<file path="src/rtl/usb_pkg.sv">
// Shared USB receive definitions: PID codes, decoder state encoding, CRC5 seed.
// Helpers for PID validation and token classification.
package usb_pkg;

    localparam logic [3:0] PID_OUT   = 4'b0001;
    localparam logic [3:0] PID_IN    = 4'b1001;
    localparam logic [3:0] PID_SETUP = 4'b1101;
    localparam logic [3:0] PID_SOF   = 4'b0101;
    localparam logic [3:0] PID_DATA0 = 4'b0011;
    localparam logic [3:0] PID_DATA1 = 4'b1011;
    localparam logic [3:0] PID_ACK   = 4'b0010;
    localparam logic [3:0] PID_NAK   = 4'b1010;
    localparam logic [3:0] PID_STALL = 4'b1110;

    localparam logic [4:0] CRC5_INIT = 5'h1f;

    typedef enum logic [2:0] {
        ST_IDLE,
        ST_PID,
        ST_TOK0,
        ST_TOK1,
        ST_EOP,
        ST_DRAIN
    } rx_state_t;

    function automatic logic pid_ok(input logic [7:0] pid_byte);
        return pid_byte[7:4] == ~pid_byte[3:0];
    endfunction

    function automatic logic is_token(input logic [3:0] pid);
        return (pid == PID_OUT) || (pid == PID_IN) || (pid == PID_SETUP) || (pid == PID_SOF);
    endfunction

endpackage

</file>
<file path="src/rtl/crc5.sv">
// USB CRC5 (x^5+x^2+1) over 11 bits, d[10] processed first; purely combinational.
// No latency, no flow control.
module crc5 (
    input  logic [4:0]  i_c,
    input  logic [10:0] i_d,
    output logic [4:0]  o_c
);

    logic [4:0] w_crc;
    logic       w_fb;

    always_comb begin
        w_crc = i_c;
        w_fb  = 1'b0;
        for (int i = 10; i >= 0; i--) begin
            w_fb  = w_crc[4] ^ i_d[i];
            w_crc = {w_crc[3:0], 1'b0} ^ (w_fb ? 5'b00101 : 5'b00000);
        end
    end

    assign o_c = w_crc;

endmodule

</file>
<file path="src/rtl/usb_token_rx.sv">
// Token decoder: PID + 2 bytes -> PID/ADDR/ENDP or SOF frame; strobes 1 cycle after EOP.
// No backpressure: every valid byte is consumed; non-token packets are drained.
module usb_token_rx
    import usb_pkg::*;
#(
    parameter int unsigned RX_TIMEOUT = 255,
    parameter bit          CHECK_ADDR = 1'b1
) (
    input  logic        clk,
    input  logic        rst_n,
    input  logic [7:0]  rx_data,
    input  logic        rx_valid,
    input  logic        rx_active,
    input  logic        rx_err,
    input  logic [6:0]  dev_addr,
    output logic [3:0]  token_pid,
    output logic [6:0]  token_addr,
    output logic [3:0]  token_endp,
    output logic [10:0] frame_no,
    output logic        token_valid,
    output logic        sof_valid,
    output logic        crc5_err,
    output logic        pid_err,
    output logic        rx_abort
);

    localparam logic [15:0] TIMEOUT_LIM = 16'(RX_TIMEOUT);

    rx_state_t   r_state, w_next;
    logic [7:0]  r_tok0, r_tok1;
    logic [3:0]  r_pid;
    logic [15:0] r_cnt;
    logic        w_abort, w_pid_err, w_eval, w_ld_pid, w_ld_tok0, w_ld_tok1;
    logic [10:0] w_crc_d;
    logic [4:0]  w_crc_out, w_crc_exp;
    logic        w_crc_ok;

    logic [3:0]  r_token_pid;
    logic [6:0]  r_token_addr;
    logic [3:0]  r_token_endp;
    logic [10:0] r_frame_no;
    logic        r_token_valid, r_sof_valid, r_crc5_err, r_pid_err, r_rx_abort;

    // Wire order: tok0 LSB goes out first, so it is the first bit into the CRC.
    assign w_crc_d   = {r_tok0[0], r_tok0[1], r_tok0[2], r_tok0[3], r_tok0[4], r_tok0[5],
                        r_tok0[6], r_tok0[7], r_tok1[0], r_tok1[1], r_tok1[2]};
    assign w_crc_exp = ~{w_crc_out[0], w_crc_out[1], w_crc_out[2], w_crc_out[3], w_crc_out[4]};
    assign w_crc_ok  = (w_crc_exp == r_tok1[7:3]);

    crc5 u_crc5 (
        .i_c (CRC5_INIT),
        .i_d (w_crc_d),
        .o_c (w_crc_out)
    );

    always_comb begin
        w_next    = r_state;
        w_abort   = 1'b0;
        w_pid_err = 1'b0;
        w_eval    = 1'b0;
        w_ld_pid  = 1'b0;
        w_ld_tok0 = 1'b0;
        w_ld_tok1 = 1'b0;
        case (r_state)
            ST_IDLE:  if (rx_active) w_next = ST_PID;
            ST_DRAIN: if (!rx_active) w_next = ST_IDLE;
            default: begin
                if (rx_err) begin
                    w_abort = 1'b1;
                    w_next  = rx_active ? ST_DRAIN : ST_IDLE;
                end else if (!rx_active) begin
                    w_eval  = (r_state == ST_EOP);
                    w_abort = (r_state != ST_EOP);
                    w_next  = ST_IDLE;
                end else if (r_cnt == TIMEOUT_LIM) begin
                    w_abort = 1'b1;
                    w_next  = ST_DRAIN;
                end else if (rx_valid) begin
                    case (r_state)
                        ST_PID: begin
                            if (!pid_ok(rx_data)) begin
                                w_pid_err = 1'b1;
                                w_next    = ST_DRAIN;
                            end else begin
                                w_ld_pid = 1'b1;
                                w_next   = is_token(rx_data[3:0]) ? ST_TOK0 : ST_DRAIN;
                            end
                        end
                        ST_TOK0: begin
                            w_ld_tok0 = 1'b1;
                            w_next    = ST_TOK1;
                        end
                        ST_TOK1: begin
                            w_ld_tok1 = 1'b1;
                            w_next    = ST_EOP;
                        end
                        default: begin
                            w_abort = 1'b1;
                            w_next  = ST_DRAIN;
                        end
                    endcase
                end
            end
        endcase
    end

    always_ff @(posedge clk or negedge rst_n) begin
        if (!rst_n) begin
            r_state <= ST_IDLE;
            r_tok0  <= '0;
            r_tok1  <= '0;
            r_pid   <= '0;
            r_cnt   <= '0;
        end else begin
            r_state <= w_next;
            if (w_ld_pid)  r_pid  <= rx_data[3:0];
            if (w_ld_tok0) r_tok0 <= rx_data;
            if (w_ld_tok1) r_tok1 <= rx_data;
            if (r_state == ST_IDLE)      r_cnt <= '0;
            else if (r_cnt != TIMEOUT_LIM) r_cnt <= r_cnt + 16'd1;
        end
    end

    // Fields move only on a CRC-clean packet; the address filter gates the strobe alone.
    always_ff @(posedge clk or negedge rst_n) begin
        if (!rst_n) begin
            r_token_pid   <= '0;
            r_token_addr  <= '0;
            r_token_endp  <= '0;
            r_frame_no    <= '0;
            r_token_valid <= 1'b0;
            r_sof_valid   <= 1'b0;
            r_crc5_err    <= 1'b0;
            r_pid_err     <= 1'b0;
            r_rx_abort    <= 1'b0;
        end else begin
            r_token_valid <= 1'b0;
            r_sof_valid   <= 1'b0;
            r_crc5_err    <= 1'b0;
            r_pid_err     <= w_pid_err;
            r_rx_abort    <= w_abort;
            if (w_eval) begin
                if (!w_crc_ok) begin
                    r_crc5_err <= 1'b1;
                end else if (r_pid == PID_SOF) begin
                    r_frame_no  <= {r_tok1[2:0], r_tok0};
                    r_sof_valid <= 1'b1;
                end else begin
                    r_token_pid   <= r_pid;
                    r_token_addr  <= r_tok0[6:0];
                    r_token_endp  <= {r_tok1[2:0], r_tok0[7]};
                    r_token_valid <= !CHECK_ADDR || (r_tok0[6:0] == dev_addr);
                end
            end
        end
    end

    assign token_pid   = r_token_pid;
    assign token_addr  = r_token_addr;
    assign token_endp  = r_token_endp;
    assign frame_no    = r_frame_no;
    assign token_valid = r_token_valid;
    assign sof_valid   = r_sof_valid;
    assign crc5_err    = r_crc5_err;
    assign pid_err     = r_pid_err;
    assign rx_abort    = r_rx_abort;

endmodule

</file>
<file path="config.mk">
export PLATFORM = sky130hd
export DESIGN_NAME = usb_token_rx
export DESIGN_NICKNAME = d
export VERILOG_FILES = /design/src/rtl/usb_pkg.sv /design/src/rtl/crc5.sv /design/src/rtl/usb_token_rx.sv
export SDC_FILE = /design/constraint.sdc
export NUM_CORES = 1
export LEC_CHECK = 0
export ABC_AREA = 1
export CORE_AREA = 3 3 104 106
export DETAILED_ROUTE_END_ITERATION = 8
export DIE_AREA = 0 0 107 109
export GPL_TIMING_DRIVEN = 0
export SLEW_MARGIN = 10
export SYNTH_ARGS = -nofsm -noshare
export SYNTH_HDL_FRONTEND = slang
export SYNTH_HIERARCHICAL = 1
export SYNTH_SLANG_ARGS = --single-unit
</file>
<file path="constraint.sdc">
create_clock -name clk -period 6.39 [get_ports clk]
set_input_delay 1.5975 -clock clk [delete_from_list [all_inputs] [get_ports clk]]
set_output_delay 1.5975 -clock clk [all_outputs]
set_load 0.01 [all_outputs]
</file>
* Word level (Yosys, flattened, before mapping)
Cells that the tools add are included.
** Word-level totals
- Output and inout port bits :: 31
- Memories kept :: 0
- Bits in read-only memories :: 0
- Logic and storage cells :: 135
- RAM bits :: 0
- Latch bits :: 0
- Register bits after elaboration :: 70
** Operators by class
- Div/mod/pow operators :: 0
- Multiplexer cells :: 67
- Eq/ne operators :: 19
- Bitwise logic cells :: 24
- Shift operators :: 0
- Reductions and logical operators :: 10
- Order comparisons :: 0
- Add/subtract/negate cells :: 1
- Multiply operators :: 0
** Operators with widths (number)
- 3-bit two-way mux :: 20
- 5-bit XOR :: 10
- 1-bit two-way mux :: 43
- 16-bit two-way mux :: 2
- 16-bit by 1-bit adder with 16-bit output (second input constant) :: 1
- 16-bit by 8-bit == test with 1-bit output (second input constant) :: 1
- 16-bit by 8-bit != test with 1-bit output (second input constant) :: 1
- 1-bit XOR :: 10
- 3-bit case mux with 3 select lines :: 1
- 3-bit AND reduction :: 3
- 4-bit by 3-bit == test with 1-bit output (second input constant) :: 2
- 4-bit == test (second input constant) :: 2
- 4-bit NOT :: 2
- 7-bit == test :: 1
- 3-bit by 2-bit == test with 1-bit output (second input constant) :: 2
- 3-bit == test (second input constant) :: 2
- 3-bit case mux with 2 select lines :: 1
- 5-bit == test :: 1
- 5-bit by 2-bit != test with 1-bit output (second input constant) :: 1
- 5-bit NOT :: 1
- 4-bit by 1-bit == test with 1-bit output (second input constant) :: 1
- 4-bit == test :: 1
- 2-bit != test (second input constant) :: 2
- 3-bit by 1-bit == test with 1-bit output (second input constant) :: 1
- other kinds (7) :: 9

* Longest topological paths before layout
Gate-level depths: netlist of the first run.
- Depth in word-level cells :: 36
- Gate-level depth with buffers :: 20

* Hierarchy
The synthesis of the first run kept the hierarchy.
** By module, submodules not included
- usb_token_rx :: times used 1, seq. area each 1751.7 sq um, area each 3337.0 sq um, cells an instance 387
- crc5 :: times used 1, seq. area each 0.0 sq um, area each 489.2 sq um, cells an instance 103

* Least setup slack after synthesis of the first run
No wires, ideal clock.
- Path type :: input -> register
- Start point :: in rx_err
- End point :: reg r_frame_no[2] (netlist: frame_no[2])
- Setup slack :: 3801 ps
- Setup time :: 122 ps
- Path buffers :: 1
- Data required time :: 6268 ps
- Arrival :: 2467 ps
- Stages :: 7
- Cells stage by stage :: inv_1 > nand4_1 > nor2_1 > nand2_2 > buf_4 > nand2_1 > o21ai_1
** Between the ends
- Word-level cells in the longest chain between the ends :: 3
** RTL lines
- from (decl) :: line usb_token_rx.sv:14 : input logic rx_err,
- 1-bit two-way mux :: line usb_token_rx.sv:68 : if (rx_err) begin
- 1-bit two-way mux :: line usb_token_rx.sv:64 : case (r_state)
- 3-bit AND reduction (no source line)
- to (signal assigned) :: line usb_token_rx.sv:146 : r_frame_no <= {r_tok1[2:0], r_tok0};
- to (decl) :: line usb_token_rx.sv:41 : logic [10:0] r_frame_no;
No other way between the ends.
A chain may end at the register's enable or synchronous reset.

* Worst setup path after layout of the first run
- Start point :: in rx_active
- End point :: reg r_frame_no[6] (netlist: frame_no[6])
** Between the ends
- Word-level cells in the longest chain between the ends :: 4
** RTL lines
- from (decl) :: line usb_token_rx.sv:13 : input logic rx_active,
- 1-bit two-way mux :: line usb_token_rx.sv:71 : end else if (!rx_active) begin
- 1-bit two-way mux :: line usb_token_rx.sv:68
- 1-bit two-way mux :: line usb_token_rx.sv:64
- 3-bit AND reduction (no source line)
No other way between the ends.

==> qor.txt, run 1 <==
Overflow after GRT: 0
Register area share after synthesis: 45.8%
Number of global-route vias before repair: 3,022
Final hold violation count: 0
HP Start: frame_no[5]$_DFFE_PN0P_
Slew margin rel.: 45.0%
Largest net degree at the start of global routing: 55
Share of cells above drive strength 1: 12.1%
Rows: 36
Setup TNS Final: 0 ns
Clock sink count: 70
Reg2reg start: r_tok0[3]$_DFFE_PN0P_
Max Freq: 323 MHz
Critical path launch point type: input pin
Clock Skews: 0.00805 ns
Least-Margin Pin Slew: 0.817 ns
All-layer global routing usage: 16.5%
Worst Hold Class: reg -> reg
Ys flop type: dfrtp_1
P_int: 0.000833 W
Max VDD drop: 0.120 mV
Die area: 11,700 um^2
Finished Cell Area: 4780 um^2
CP max FO: 10
DRC violations left: 0
Critical path cell sequence: clkdlybuf4s50_1 > inv_1 > nand4_1 > nor2_1 > nand2_2 > buf_4 > nand2_1 > o21ai_1
Initial antenna violation count: 0
Switching power: 0.000380 W
Vias: 3,253
Synth cell types: 38
CP arrival: 3.32 ns
Switching Share: 31.3%
Status: finished, final reports clean
Core area: 9860 um^2
Synth-to-layout area growth: 25.0%
Horiz. Die Dim: 107 um
RSZ-0062 raised after global routing: no
Layout Cells excl Fill: 703
Combinational power share: 23.9%
Root Driver: clkbuf_8
CTS Buf Count: 9
First-pass GRT wire length: 15.1 mm
Clk slew on worst S/H paths: 0.08 ns
# hold bufs at CTS: 0
Commonest non-fill, non-tap cell in the layout: nand2_1
Clk pwr share: 32.3%
Yosys reg bits: 70
CP Launch Point: rx_active
Total power: 0.00121 W
TritonCTS clock tree: built
Cells after Synth: 490
Via/cell ratio: 4.63
Vert. Die Dim: 109 um
PortBufs: 50
Crit share post-route: 48.5%
Nets: 587
Cts repair resizes: 0
Worst setup path category: in -> reg
Initial core utilization: 38.8%
Worst stage delay on the critical path: 0.56 ns
DRT Pass-1 Iters: 4
Post-synthesis average cell area: 7.81 um^2
H-tree lvl count: 3
Min Tclk post-route: 3.10 ns
Post-Place Cell Area: 4570 um^2
Final setup fails: 0
Post-synthesis async set-or-reset flop share: 100%
P_leak: 2.39 nW
Routed wire length: 9.17 mm
Synthesized area: 3830 um^2
Worst-skew pair later-pin latency: 0.34 ns
Worst Path Buf+Inv: 3
GP Congestion: 0.837
Crit path max-delay cell type: clkdlybuf4s50_1
Ports: 51
Clk buf depth: 2
DRT iter0 DRCs: 207
DP HPWL: 7.06 mm
Sequential Power Share: 43.8%
Diodes inserted: 0
Hold_ws: 0.499 ns
WP data required: 6.62 ns
Final antenna-violating net count: 0
Crit end category: flip-flop
Post-synth EDFFs: 0
Post-CTS Setup Bufs: 0
Max-cap viol count: 0
Final Max Slew Viols: 0
Yosys warns: 6
Drt wl/cell: 13.0 um
Most frequent cells in the layout: 143 x nand2_1, 70 x dfrtp_1, 66 x inv_1
Worst path top cell family by delay: buffers and inverters
Placed cell count: 688
Pwr/cell area: 254 nW/um^2
[cell usage after synthesis (all sizes together), types with 2 or more instances]
cell type  number  area (um^2)
xnor2          12          105
a21oi          10         50.1
nand2         155          627
dfrtp          70         1750
nor4            2         12.5
inv            72          273
xor2            3         52.6
nor2           43          191
or2             2         12.5
nand3          25          140
nand4          10         77.6
buf            10         85.1
nand3b          2         15.0
o21ai          59          329
nor3            5         30.0
o21a            3         22.5
[worst register-to-register path: cells and delay by family, from the launching register on]
family / cells / cell delay, ns
simple gates: 15 / 1.50
xor+xnor: 1 / 0.19
compound gates: 1 / 0.06
flops: 1 / 0.45
buf+inv: 2 / 0.28
[layer usage]
metal	up-vias	routed length, um	track usage [%]
met3	7	309	2.96
met4	0	80	4.20
li1	1679	-	-
met1	1515	4630	24.5
met5	-	0	0
met2	52	4150	24.9
[cell families (layout without fill, tap and decap cells)]
family	count (synthesis)	count (layout)	share of synthesized area, %
other	1	15	0.0980
buffers and inverters	82	148	9.35
adder cells (fa/ha/maj)	1	1	0.327
flip-flops	70	70	45.8
XOR/XNOR	15	15	4.12
AO/OA/AOI/OAI	75	75	11.1
AND/OR/NAND/NOR	246	246	29.3
[power by group through the flow]
stage	sequential [W]	combinational [W]	clock, W
CTS	0.000530	0.000294	0.000401
global placement	0.000537	0.000286	0
floorplan	0.000542	0.000164	0
detailed placement	0.000539	0.000292	0
finish	0.000531	0.000291	0.000391
global route	0.000538	0.000332	0.000418
[worst paths after layout]
kind | end | slack (ns) | cells past startpoint
setup / recovery | frame_no[6]$_DFFE_PN0P_ | 3.29 | 8
hold / removal | frame_no[5]$_DFFE_PN0P_ | 0.50 | 2
setup reg to reg | frame_no[6]$_DFFE_PN0P_ | 3.80 | 19
hold reg to reg | frame_no[5]$_DFFE_PN0P_ | 0.50 | 2
max in group asynchronous | r_cnt[0]$_DFFE_PN0P_ | 4.73 | 2
min in group asynchronous | r_pid[2]$_DFFE_PN0P_ | 1.12 | 1
[registers in the layout, indices dropped and copies added (netlist names), 3 cells and up]
signal / flops
token_endp: 4
r_state: 3
frame_no: 11
r_cnt: 16
r_tok0: 8
token_addr: 7
r_pid: 4
r_tok1: 8
token_pid: 4
[per-stage QoR]
step           utilization (%)  setup slack, ns
6_report                  48.5             3.29
4_1_cts                   48.5             3.33
3_3_place_gp              46.1             1.26
2_1_floorplan                -             3.80
5_1_grt                   48.5             3.17
3_5_place_dp              46.3             2.97
[cell type report]
type / count / area (um^2)
flip-flops and latches: 70 / 1750
inverters: 72 / 273
clock buffers: 9 / 124
plain buffers: 10 / 85.1
repair buffers: 51 / 526
clock inverters: 6 / 86.3
well taps: 133 / 166
multi-input cells: 352 / 1770
fillers: 966 / 5080
Power figures use the tool's default switching activity.
==> run 2, diff against run 1 <==
==> constraint.sdc (replaced) <==
create_clock -name clk -period 2.75 [get_ports clk]
set_input_delay 0.6875 -clock clk [delete_from_list [all_inputs] [get_ports clk]]
set_output_delay 0.6875 -clock clk [all_outputs]
set_load 0.01 [all_outputs]
==> qor.txt, run 2 (synthesis gave the netlist of run 1 again) <==
Status: finished, final reports clean
Most frequent cells in the layout: 143 x nand2_1, 67 x dfrtp_1, 66 x inv_1
Cts repair resizes: 0 (unchanged)
Ports: 51 (unchanged)
Die area: 11,700 um^2 (unchanged)
Initial antenna violation count: 0 (unchanged)
Pwr/cell area: 586 nW/um^2 (+130%)
# hold bufs at CTS: 0 (unchanged)
Final Max Slew Viols: 0 (unchanged)
P_leak: 2.40 nW (+0.20%)
CP max FO: 10 (unchanged)
Max reg flops: 16 (unchanged)
Max Freq: 404 MHz
Core area: 9860 um^2 (unchanged)
Final antenna-violating net count: 0 (unchanged)
Min Tclk post-route: 2.48 ns
Worst setup path category: reg -> reg
Synth-to-layout area growth: 25.7%
Crit share post-route: 90.1%
DP HPWL: 7.06 mm (unchanged)
DRT Pass-1 Iters: 4 (unchanged)
Nets: 587 (unchanged)
TritonCTS clock tree: built
Vias: 3,254 (+0.031%)
Post-CTS Setup Bufs: 0 (unchanged)
Worst-skew pair later-pin latency: 0.34 ns (about the same)
Diodes inserted: 0 (unchanged)
Setup TNS Final: 0 ns (unchanged)
Fill cells: 964 (-0.21%)
Drt wl/cell: 13.0 um (-0.60%)
DRT iter0 DRCs: 193 (-6.8%)
Final setup fails: 0 (unchanged)
Initial core utilization: 38.8% (unchanged)
DRC violations left: 0 (unchanged)
Horiz. Die Dim: 107 um (unchanged)
Share of cells above drive strength 1: 12.8% (+0.70 points)
Max VDD drop: 0.276 mV (+130%)
RSZ-0062 raised after global routing: no
Clk buf depth: 2 (unchanged)
Clock sink count: 70 (unchanged)
Vert. Die Dim: 109 um (unchanged)
WP data required: 2.98 ns (-3.64 ns)
CTS Buf Count: 9 (unchanged)
Overflow after GRT: 0 (unchanged)
Number of global-route vias before repair: 3,022 (unchanged)
Final hold violation count: 0 (unchanged)
All-layer global routing usage: 16.5% (unchanged)
Clock Skews: 0.0105 ns (+0.00244 ns)
Largest Register: r_cnt
Placed cell count: 688 (unchanged)
Largest net degree at the start of global routing: 55 (unchanged)
H-tree lvl count: 3 (unchanged)
Least-Margin Pin Slew: 0.813 ns (-0.00441 ns)
Clk slew on worst S/H paths: 0.08 ns (about the same)
GP Congestion: 0.837 (unchanged)
Layout Cells excl Fill: 703 (unchanged)
Critical path launch point type: flip-flop
Via/cell ratio: 4.63 (about the same)
Commonest non-fill, non-tap cell in the layout: nand2_1
Routed wire length: 9.11 mm (-0.60%)
First-pass GRT wire length: 15.1 mm (unchanged)
Slew margin rel.: 45.3% (+0.30 points)
Rows: 36 (unchanged)
Crit end category: flip-flop
Root Driver: clkbuf_8
Max-cap viol count: 0 (unchanged)
CP arrival: 2.70 ns (-0.62 ns)
PortBufs: 50 (unchanged)
Worst Hold Class: in -> async
## run 2: cell count changes in the layout (fill, tap and decap cells not counted)
cell,previous run,this run
dfrtp_1,70,67
dfrtp_2,0,3
buf_2,2,1
buf_4,5,4
buf_6,4,5
clkbuf_4,0,1
nor2_1,37,36
nor2_4,3,4
xor2_2,1,0
xor2_4,1,2
## run 2: worst max-delay path: stages, from the launching register on
cell     delay, ns
dfrtp_1       0.45
inv_2         0.08
nand2_1       0.05
nand2_1       0.10
nand2_2       0.09
nand2_4       0.12
nand2_1       0.06
nand2_1       0.07
nand2_2       0.05
nand2_1       0.11
xor2_1        0.19
or2_2         0.13
nand4_1       0.06
nor2_1        0.08
nand2_1       0.13
nor2_4        0.14
nand2_2       0.12
buf_6         0.20
nand2_1       0.06
o21ai_1       0.06
## run 2: cell type report
cell class	count	area (um^2)	share of cell area, %
timing repair buffer	51	526	10.9
inverter	72	273	5.67
tap	133	166	3.46
clock buffer	9	124	2.58
buffer	10	91.3	1.90
sequential	70	1760	36.5
clock inverter	6	86.3	1.80
multi-input combinational	352	1790	37.2
## run 2: through the flow
stage,util (%),setup WS [ns],area (um^2),hold WS [ns],power (W)
floorplan,-,0.607,3880,0.392,0.00164
global placement,46.1,-1.47,4550,0.478,0.00191
detailed placement,46.3,0.165,4570,0.480,0.00193
CTS,48.5,0.140,4780,0.204,0.00284
global route,48.8,0.0188,4810,0.208,0.00300
finish,48.8,0.272,4810,0.203,0.00282
## run 2: routing by layer
layer	routed length, um	GRT usage (%)
met1	4590	24.5
met4	65	4.20
met3	346	2.96
met5	0	0
met2	4110	24.9
## run 2: path summary, 6_finish.rpt
| check | from | to | slack, ns | cells past startpoint |
|---|---|---|---|---|
| max | r_tok0[0]$_DFFE_PN0P_ | frame_no[6]$_DFFE_PN0P_ | 0.27 | 19 |
| min | rst_n | token_pid[1]$_DFFE_PN0P_ | 0.20 | 1 |
| max reg2reg | r_tok0[0]$_DFFE_PN0P_ | frame_no[6]$_DFFE_PN0P_ | 0.27 | 19 |
| min reg2reg | token_addr[5]$_DFFE_PN0P_ | token_addr[5]$_DFFE_PN0P_ | 0.50 | 2 |
| max in group asynchronous | rst_n | r_tok0[1]$_DFFE_PN0P_ | 2.00 | 2 |
| min in group clk | token_addr[5]$_DFFE_PN0P_ | token_addr[5]$_DFFE_PN0P_ | 0.50 | 2 |
## run 2: where the power goes
group          internal [W]  switching [W]  leakage (nW)
sequential          0.00114      0.0000967         0.888
combinational      0.000295       0.000383          1.40
clock              0.000506       0.000402         0.105
total               0.00194       0.000882          2.40
==> run 3, diff against run 2 <==
--- a/config.mk
+++ b/config.mk
@@ -10,6 +10,7 @@
 export DETAILED_ROUTE_END_ITERATION = 8
 export DIE_AREA = 0 0 107 109
 export GPL_TIMING_DRIVEN = 0
+export SETUP_SLACK_MARGIN = 0.2
 export SLEW_MARGIN = 10
 export SYNTH_ARGS = -nofsm -noshare
 export SYNTH_HDL_FRONTEND = slang
==> qor.txt, run 3 (synthesis gave the netlist of run 1 again) <==
P_int: 0.00195 W (+0.51%)
Final Max Slew Viols: 0 (unchanged)
Drt wl/cell: 13.1 um (+1.0%)
Crit end category: flip-flop
TritonCTS clock tree: built
Worst Hold Class: in -> async
DRT iter0 DRCs: 172 (-11%)
PortBufs: 50 (unchanged)
Critical path cell sequence: nand2_2 > inv_2 > nor2_4 > nand2_2 > nand2_4 > xor2_4 > buf_6 > xor2_2 > or2_4 > nand4_1 > nor2_1 > nand2_2 > nor2_4 > nand2_4 > buf_6 > nand2_2 > o21ai_2
Final antenna-violating net count: 0 (unchanged)
Largest Register: r_cnt
Most frequent cells in the layout: 127 x nand2_1, 66 x dfrtp_1, 64 x inv_1
Commonest non-fill, non-tap cell in the layout: nand2_1
Max-cap viol count: 0 (unchanged)
Least-Margin Pin Slew: 1.02 ns (+0.208 ns)
Ports: 51 (unchanged)
Clock sink count: 70 (unchanged)
Switching power: 0.000893 W (+1.2%)
WP data required: 2.98 ns (about the same)
DRC violations left: 0 (unchanged)
Share of cells above drive strength 1: 17.7% (+4.9 points)
Crit share post-route: 88.3% (-1.8 points)
H-tree lvl count: 3 (unchanged)
Slew margin rel.: 31.3% (-14 points)
Die area: 11,700 um^2 (unchanged)
Via/cell ratio: 4.65 (+0.54%)
CP Launch Point: r_tok0[3]$_DFFE_PN0P_
Status: finished, final reports clean
First-pass GRT wire length: 15.1 mm (about the same)
DP HPWL: 7.06 mm (unchanged)
Top cell by count, worst path: nand2_2
Diodes inserted: 0 (unchanged)
Vias: 3,295 (+1.3%)
All-layer global routing usage: 16.5% (about the same)
Clk slew on worst S/H paths: 0.08 ns (about the same)
Largest net degree at the start of global routing: 55 (unchanged)
Clock Skews: 0.0109 ns (+0.000382 ns)
Rows: 36 (unchanged)
# hold bufs at CTS: 0 (unchanged)
Max VDD drop: 0.282 mV (+2.1%)
Combinational power share: 24.5% (+0.4 points)
Hold_ws: 0.206 ns (+0.00281 ns)
Final hold violation count: 0 (unchanged)
Initial core utilization: 38.8% (unchanged)
GP Congestion: 0.837 (unchanged)
Synth-to-layout area growth: 29.3%
Final worst slack: 0.321 ns (+0.0489 ns)
Critical path launch point type: flip-flop
Overflow after GRT: 0 (unchanged)
Max Freq: 412 MHz (+2.0%)
Min Tclk post-route: 2.43 ns (-0.0489 ns)
Pwr/cell area: 574 nW/um^2 (-2.1%)
Vert. Die Dim: 109 um (unchanged)
Nets: 592 (+0.85%)
Root Driver: clkbuf_8
Reg2reg start: r_tok0[3]$_DFFE_PN0P_
Post-Place Worst Slack: 0.165 ns (unchanged)
RSZ-0062 raised after global routing: yes
Core area: 9860 um^2 (unchanged)
CP max FO: 6 (-4)
P_leak: 2.45 nW (+2.3%)
Clk pwr share: 32.1% (about the same)
Worst-skew pair later-pin latency: 0.34 ns (about the same)
Sequential Power Share: 43.5% (-0.2 points)
Initial antenna violation count: 0 (unchanged)
Final setup fails: 0 (unchanged)
Crit path max-delay cell type: dfrtp_2
Max reg flops: 16 (unchanged)
Number of global-route vias before repair: 3,022 (unchanged)
Reg2Reg Setup Slack: 0.32 ns (+0.05 ns)
Worst setup path category: reg -> reg
Worst stage delay on the critical path: 0.45 ns (about the same)
DRT Pass-1 Iters: 4 (unchanged)
Horiz. Die Dim: 107 um (unchanged)
CP arrival: 2.66 ns (-0.04 ns)
Routed wire length: 9.27 mm (+1.7%)
Clk buf depth: 2 (unchanged)
CTS Buf Count: 9 (unchanged)
Switching Share: 31.4% (+0.16 points)
## run 3: metrics by stage
step                instances  total power [W]  util (%)  area, um^2  setup TNS (ns)
floorplan                 504          0.00164         -        3880               0
CTS                       703          0.00284      48.5        4780               0
detailed placement        688          0.00193      46.3        4570               0
finish                    708          0.00284      50.2        4950               0
global route              708          0.00302      50.2        4950               0
global placement          687          0.00191      46.1        4550         -102.81
## run 3: final timing paths
| kind | end | depth (start not counted) |
|---|---|---|
| max in group asynchronous | r_tok0[1]$_DFFE_PN0P_ | 2 |
| worst min register to register | token_addr[4]$_DFFE_PN0P_ | 2 |
| min in group clk | token_addr[4]$_DFFE_PN0P_ | 2 |
| worst max-delay path | frame_no[6]$_DFFE_PN0P_ | 17 |
| worst max register to register | frame_no[6]$_DFFE_PN0P_ | 17 |
| worst min-delay path | token_pid[1]$_DFFE_PN0P_ | 1 |
## run 3: critical path: cells and delay by family (launching register included)
family	cells	cell delay, ns
and+or+nand+nor	11	1.13
DFF	1	0.45
buffers and inverters	3	0.35
xor gates and xnor gates	2	0.33
AOI/OAI and AO/OA	1	0.05
## run 3: layout make-up
cell class | count | area, um^2
multi-input cells | 352 | 1870
repair buffers | 56 | 571
clock buffers | 9 | 124
well taps | 133 | 166
inverters | 72 | 273
clock inverters | 6 | 86.3
plain buffers | 10 | 103
flip-flops and latches | 70 | 1760
fillers | 952 | 4920
## run 3: what timing repair did
action	4_1_cts	5_1_grt
endpoints found under the setup margin	9	27
gates resized for setup	1	44
cloned	0	1
pin swaps	0	11
setup buffers	0	4
## run 3: layer usage
| layer | wire length, um | track usage [%] | up-vias |
|---|---|---|---|
| met5 | 0 | 0 | - |
| li1 | - | - | 1688 |
| met4 | 65 | 4.20 | 0 |
| met1 | 4630 | 24.5 | 1548 |
| met3 | 349 | 2.96 | 5 |
| met2 | 4230 | 24.9 | 54 |
## run 3: power by group through the flow
stage	combinational [W]	clock, W	sequential [W]
CTS	0.000683	0.000931	0.00123
floorplan	0.000380	0	0.00126
detailed placement	0.000678	0	0.00125
global placement	0.000664	0	0.00125
global route	0.000793	0.000971	0.00125
finish	0.000696	0.000911	0.00123
